===== config.mk =====
export PLATFORM = sky130hd
export DESIGN_NAME = mux_rr_n
export DESIGN_NICKNAME = d
export VERILOG_FILES = /design/src/rtl/mux_rr_n.sv
export SDC_FILE = /design/constraint.sdc
export NUM_CORES = 1
export LEC_CHECK = 0
export BUFFER_PORTS_ARGS = -buffer_cell sky130_fd_sc_hd__clkbuf_2
export CAP_MARGIN = 10
export CORE_ASPECT_RATIO = 1.4
export CORE_UTILIZATION = 38
export DETAILED_ROUTE_END_ITERATION = 10
export PLACE_DENSITY = 0.77
export SYNTH_ARGS = -nofsm -noshare
export SYNTH_HDL_FRONTEND = slang
export SYNTH_SLANG_ARGS = --single-unit
export TNS_END_PERCENT = 10

===== constraint.sdc =====
create_clock -name clk_i -period 2.6 [get_ports clk_i]
set_clock_uncertainty 0.05 [all_clocks]
set_input_delay 0.78 -clock clk_i [delete_from_list [all_inputs] [get_ports clk_i]]
set_output_delay 0.78 -clock clk_i [all_outputs]
set_load 0.005 [all_outputs]

===== src/rtl/mux_rr_n.sv =====
// mux_rr_n: N-channel registered multiplexer with round-robin grant and valid/ready on every port.
// Optional burst lock (hold the grant until in_last) is enabled by defining MUX_RR_LOCK_EN.
module mux_rr_n #(
  parameter  int N     = 4,
  parameter  int WIDTH = 32,
  localparam int SEL_W = $clog2(N)
) (
  input  logic               clk_i,
  input  logic               rst_n_i,
  input  logic [N-1:0]       in_valid_i,
  input  logic [N*WIDTH-1:0] in_data_i,
  input  logic [N-1:0]       in_last_i,
  output logic [N-1:0]       in_ready_o,
  output logic               out_valid_o,
  output logic [WIDTH-1:0]   out_data_o,
  output logic [SEL_W-1:0]   out_sel_o,
  input  logic               out_ready_i
);

  logic             out_valid_q, out_valid_d;
  logic [WIDTH-1:0] out_data_q,  out_data_d;
  logic [SEL_W-1:0] out_sel_q,   out_sel_d;
  logic [SEL_W-1:0] last_q,      last_d;

  logic             accept;
  logic             gnt_found;
  logic [SEL_W-1:0] gnt_idx;
  logic [WIDTH-1:0] gnt_data;
  logic             xfer;
  int               cand;

`ifdef MUX_RR_LOCK_EN
  logic             lock_q,    lock_d;
  logic [SEL_W-1:0] lock_ch_q, lock_ch_d;
`else
  // in_last only matters for burst lock; fold it into a deliberately unused net.
  logic             unused_in_last;
  assign unused_in_last = ^in_last_i;
`endif

  assign accept = !out_valid_q || out_ready_i;

  // Scan last+1, last+2, ... modulo N; the first valid channel wins.
  always_comb begin
    gnt_found = 1'b0;
    gnt_idx   = '0;
    cand      = 0;
    for (int k = 1; k <= N; k++) begin
      cand = (int'(last_q) + k) % N;
      if (!gnt_found && in_valid_i[SEL_W'(cand)]) begin
        gnt_found = 1'b1;
        gnt_idx   = SEL_W'(cand);
      end
    end
`ifdef MUX_RR_LOCK_EN
    // A locked burst owns the grant even while its source is momentarily idle.
    if (lock_q) begin
      gnt_found = 1'b1;
      gnt_idx   = lock_ch_q;
    end
`endif
  end

  assign gnt_data = in_data_i[int'(gnt_idx)*WIDTH +: WIDTH];
  assign xfer     = gnt_found && accept && in_valid_i[gnt_idx];

  always_comb begin
    in_ready_o = '0;
    if (gnt_found && accept && rst_n_i) in_ready_o[gnt_idx] = 1'b1;
  end

  always_comb begin
    out_valid_d = out_valid_q;
    out_data_d  = out_data_q;
    out_sel_d   = out_sel_q;
    last_d      = last_q;
    if (xfer) begin
      out_valid_d = 1'b1;
      out_data_d  = gnt_data;
      out_sel_d   = gnt_idx;
      last_d      = gnt_idx;
    end else if (out_ready_i) begin
      out_valid_d = 1'b0;
    end
  end

`ifdef MUX_RR_LOCK_EN
  always_comb begin
    lock_d    = lock_q;
    lock_ch_d = lock_ch_q;
    if (xfer) begin
      if (lock_q) begin
        if (in_last_i[gnt_idx]) lock_d = 1'b0;
      end else if (!in_last_i[gnt_idx]) begin
        lock_d    = 1'b1;
        lock_ch_d = gnt_idx;
      end
    end
  end

  always_ff @(posedge clk_i or negedge rst_n_i) begin
    if (!rst_n_i) begin
      lock_q    <= 1'b0;
      lock_ch_q <= '0;
    end else begin
      lock_q    <= lock_d;
      lock_ch_q <= lock_ch_d;
    end
  end
`endif

  always_ff @(posedge clk_i or negedge rst_n_i) begin
    if (!rst_n_i) begin
      out_valid_q <= 1'b0;
      out_data_q  <= '0;
      out_sel_q   <= '0;
      last_q      <= SEL_W'(N - 1);
    end else begin
      out_valid_q <= out_valid_d;
      out_data_q  <= out_data_d;
      out_sel_q   <= out_sel_d;
      last_q      <= last_d;
    end
  end

  assign out_valid_o = out_valid_q;
  assign out_data_o  = out_data_q;
  assign out_sel_o   = out_sel_q;

endmodule


# Yosys cells after proc, flatten, opt, wreduce, memory -nomap -nowiden
# Index checks and enable logic that the tools add are counted.
# word_totals
out_inout_bits	39
ff_bits	37
# classes
shifts	1
n_reduce_logical	13
n_addsub	4
mux	27
n_lt_le_gt_ge	6
# ops
op	n
$shiftx A128 B8 Y32	1
$lt A2 B4 Y1 const B	4
$mux W1	16
$bmux W1 S2	5
$mux W2	4
$logic_and A1 B1 Y1	7
$add A2 B1 Y2 const B	2
$add A2 B2 Y2 const B	2
$logic_not A1 Y1	4
$mux W4	1
$lt A2 B3 Y1 const B	1
$demux W1 S2	1
$ge A2 B1 Y1 const B	1
$reduce_bool A2 Y1	1
$logic_or A1 B1 Y1	1

# Logic depth before layout (Yosys ltp)
# logic_depth
word_depth	19
ltp_mapped	7

# Least setup slack after synthesis
# Ideal clock, no wire load.
# synth_path
path_type	input port to output port
startpoint	input in_valid_i[1]
endpoint	output in_ready_o[3]
slack_ps	-63
path_stages	6
t_arrival_ps	1833
n_path_buf	2
required_ps	1770
cell_sequence	o21a_1 > a211oi_4 > buf_12 > buf_12 > nand3_1 > nor2b_1
# synth_via
elab_chain_len	18
word_cells_on_any_way	34
# synth_rtl
item	line	rtl
from (decl)	10	input logic [N-1:0] in_valid_i,
$bmux W1 S2	50	if (!gnt_found && in_valid_i[SEL_W'(cand)]) begin
$mux W1 (implied by the code) (2 in series)	50	
$mux W1	50	
$logic_not A1 Y1	50	
$logic_and A1 B1 Y1	50	
$mux W1	50	
$logic_not A1 Y1	50	
$logic_and A1 B1 Y1	50	
$mux W1	50	
$logic_not A1 Y1	50	
$logic_and A1 B1 Y1	50	
$mux W2	50	
$lt A2 B3 Y1 (implied by the code) or $ge A2 B1 Y1 (tied branches)	69	if (gnt_found && accept && rst_n_i) in_ready_o[gnt_idx] = 1'b1;
$logic_and A1 B1 Y1 (implied by the code)	69	
$mux W1 (implied by the code)	69	
$demux W1 S2	69	
$mux W4 (*)	69	
to (decl)	13	output logic [N-1:0] in_ready_o,
# Every way passes the cells marked *; elsewhere a longest branch is shown, timed or not. The select of a mux whose other input is x is not followed.

# Final worst setup path
# Same ends and word-level chain as after synthesis.

==> run summary <==
ordered list of cells on the worst path -> clkbuf_16, o21a_1, a211oi_4, nand3_2, nor2b_1, buf_2
leading post-synthesis cells by cell area -> dfrtp_1 (33%), mux2i_1 (24%), mux2_2 (12%)
setup TNS -> 0 ps
Die Area -> 7260 um2
WP data arrival -> 1750 ps
area leader, netlist -> dfrtp_1
P_sw -> 837 uW
PwrDens -> 664 nW/um2
vias per inst -> 4.68
Most Crowded Layer GR -> met2
pre-CTS setup slack -> -54.0 ps
IO buf count -> 173
NumNets Final -> 557
Net Count, Synth -> 385
IO Count -> 178
antenna fix cells -> 0
Finished Cell Area -> 3680 um2
gr ovfl total -> 0
TritonCTS Buffers -> 5
grt met1 use -> 15.3%
RePlAce Congestion -> 0.768
core box area -> 6610 um2
H-tree depth -> 2
cell count after synthesis -> 246
total track usage -> 16.7%
Hold Violations, Final -> 0
final core occ -> 55.7%
routed wire length -> 6110 um
combinational power share -> 50.0%
Iter 0 DRT Violations -> 61
final setup violating endpoints -> 0
clock slew at reported path FFs -> 70 ps
post-route clock period utilization -> 99.3%
chip height -> 100 um
slowest cell on the critical path -> a211oi_4
Pleak -> 0.00202 uW
met2 Use GR -> 34.2%
Worst-Margin Slew -> 636 ps
non-filler cells, final -> 511
fmax -> 387 MHz
critical path required time -> 1770 ps
nature of the critical path endpoint -> output port
share of layout cells above drive strength 1 -> 57.8%
Clock Power Share -> 16.0%
adder-cell share of the synthesized area -> 0%
Yosys cell types -> 28
CTS Sinks -> 37
largest family of logic cells by synthesized area -> multiplexers
max incr delay on CP -> 280 ps
dpl cells -> 502
maximum vdd drop -> 0.000315 V
#FFs+latches synth -> 37
met3 usage -> 3.21%
Avg Inst Size Synth -> 10.7 um2
layout overhead on the synthesized area -> 40.1%
WP buf/inv -> 2
global-route wire length before repair -> 9460 um
Worst Hold End -> out_data_o[23]$_DFFE_PN0P_
# hold bufs at CTS -> 0
Clock Latency Late Sink -> 280 ps
clk buf depth -> 2
Hold Crit Depth -> 2
cell family with most CP delay -> compound AO/OA/AOI/OAI gates
register area share after synthesis -> 35.3%
Pre-antenna DRT Iters -> 4
Filler cells -> 585
xor and xnor area share after synthesis -> 0%
min-delay src -> out_data_o[23]$_DFFE_PN0P_
status -> complete, no violations
sw frac -> 34.2%
Synth Area in Compound Gates -> 9.61%
root buffer cell -> clkbuf_8
Synth top area share -> 33.3%
fin. max-slew vios -> 0
Period minus WS final -> 2580 ps
post-synthesis mux area share -> 39.9%
type of origin of the critical path -> primary input
max-cap violation count -> 0
R2R Setup Slk -> 490 ps
Int Power -> 1610 uW
area of placed instances -> 3550 um2
worst min path class -> reg2reg
yosys warns -> 0
Seq pwr share -> 34.0%
DR DRC count -> 0
Starting Density -> 39.8%
Setup WS post-layout -> 17.9 ps
reg2reg path depth -> 8
antenna-violating nets left -> 0
RSZ-0062 raised after global routing -> yes
commonest non-fill, non-tap cell in the layout -> clkbuf_2
DR vias -> 2393
die extent in x -> 72.3 um
Setup Crit Path Kind -> in2out
FF-to-FF Start -> last_q[1]$_DFFE_PN1P_
Slew headroom -> 57.6%
CP max FO -> 6
vias in the first global route -> 2266
largest net degree at the start of global routing -> 67
TritonCTS clock tree -> done
HPWL after detailed placement -> 4980 um
Rows -> 35
Post-Syn Area -> 2630 um2
leading cell types in the layout, fill and taps excluded -> clkbuf_2 (169), mux2i_1 (64), nand2_1 (37)
initial antenna violation count -> 0
drt wl/cell -> 12.0 um
reg2reg end -> out_data_o[1]$_DFFE_PN0P_
simple-gate portion of the synthesized area -> 8.81%
==> cell families (layout without fill, tap and decap cells) <==
kind of cell           Yosys count  in the layout
buffers and inverters           20            193
AND/OR/NAND/NOR                 53             53
AO/OA/AOI/OAI                   38             38
multiplexers                    98             98
flip-flops                      37             37
==> timing repair <==
item,CTS,global route
pin swaps,3,3
buffers inserted,1,0
gates resized for setup,6,4
endpoints found under the setup margin,4,4
==> stage by stage <==
stage / hold WS (ps) / total power [uW]
after floorplan: 417 / 1730
after global placement: 410 / 2030
after detailed placement: 415 / 2070
after CTS: 433 / 2490
after global routing: 445 / 2620
final: 429 / 2450
==> worst min-delay path, delay by kind of cell, from the launching register on <==
family | cells | cell delay (ps)
flops | 1 | 340
compound gates | 1 | 50
simple gates | 1 | 60
==> routing by layer <==
layer  part of all wire (%)  vias up
li1                       -     1218
met1                     35     1074
met2                     58       93
met3                    5.0        8
met4                    1.6        0
met5                      0        -
==> power groups by stage <==
stage / clock [uW] / combinational (uW) / sequential (uW)
final: 390 / 1220 / 832
after floorplan: 0 / 878 / 853
after detailed placement: 0 / 1230 / 844
after global routing: 432 / 1330 / 859
after global placement: 0 / 1190 / 837
after CTS: 410 / 1240 / 835
==> cell type report <==
type | count | area, um2 | area share (%)
well taps | 92 | 115 | 3.13
inverters | 2 | 7.51 | 0.204
repair buffers | 183 | 983 | 26.7
flip-flops and latches | 37 | 928 | 25.2
clock inverters | 3 | 17.5 | 0.476
clock buffers | 5 | 68.8 | 1.87
multi-input cells | 189 | 1560 | 42.4
==> worst max path at each step <==
| stage | startpoint | end | cells after the start |
|---|---|---|---|
| final | in_valid_i[1] | in_ready_o[3] | 6 |
| after global routing | in_valid_i[1] | in_ready_o[3] | 6 |
| after CTS | in_valid_i[1] | in_ready_o[3] | 6 |
| after detailed placement | in_valid_i[0] | in_ready_o[3] | 6 |
| after global placement | in_valid_i[0] | in_ready_o[3] | 6 |
| after floorplan | in_valid_i[0] | in_ready_o[3] | 6 |
==> sequential cells by signal (all words and copies together), names as in the netlist <==
name,flops
last_q,2
out_valid_o,1
out_sel_o,2
out_data_o,32
==> synth_stat cells (all sizes together) <==
cell type	number
nand3	2
nand2	37
o21ai	33
mux2	34
nor3b	1
mux2i	64
nand3b	1
nor3	1
a211o	1
buf	13
nor2	5
dfrtp	35
a211oi	1
dfstp	2
nor2b	2
o21a	1
o41ai	1
nand2b	3
a21oi	1
clkbuf	5
inv	2
or2b	1
Power figures use the tool's default switching activity.
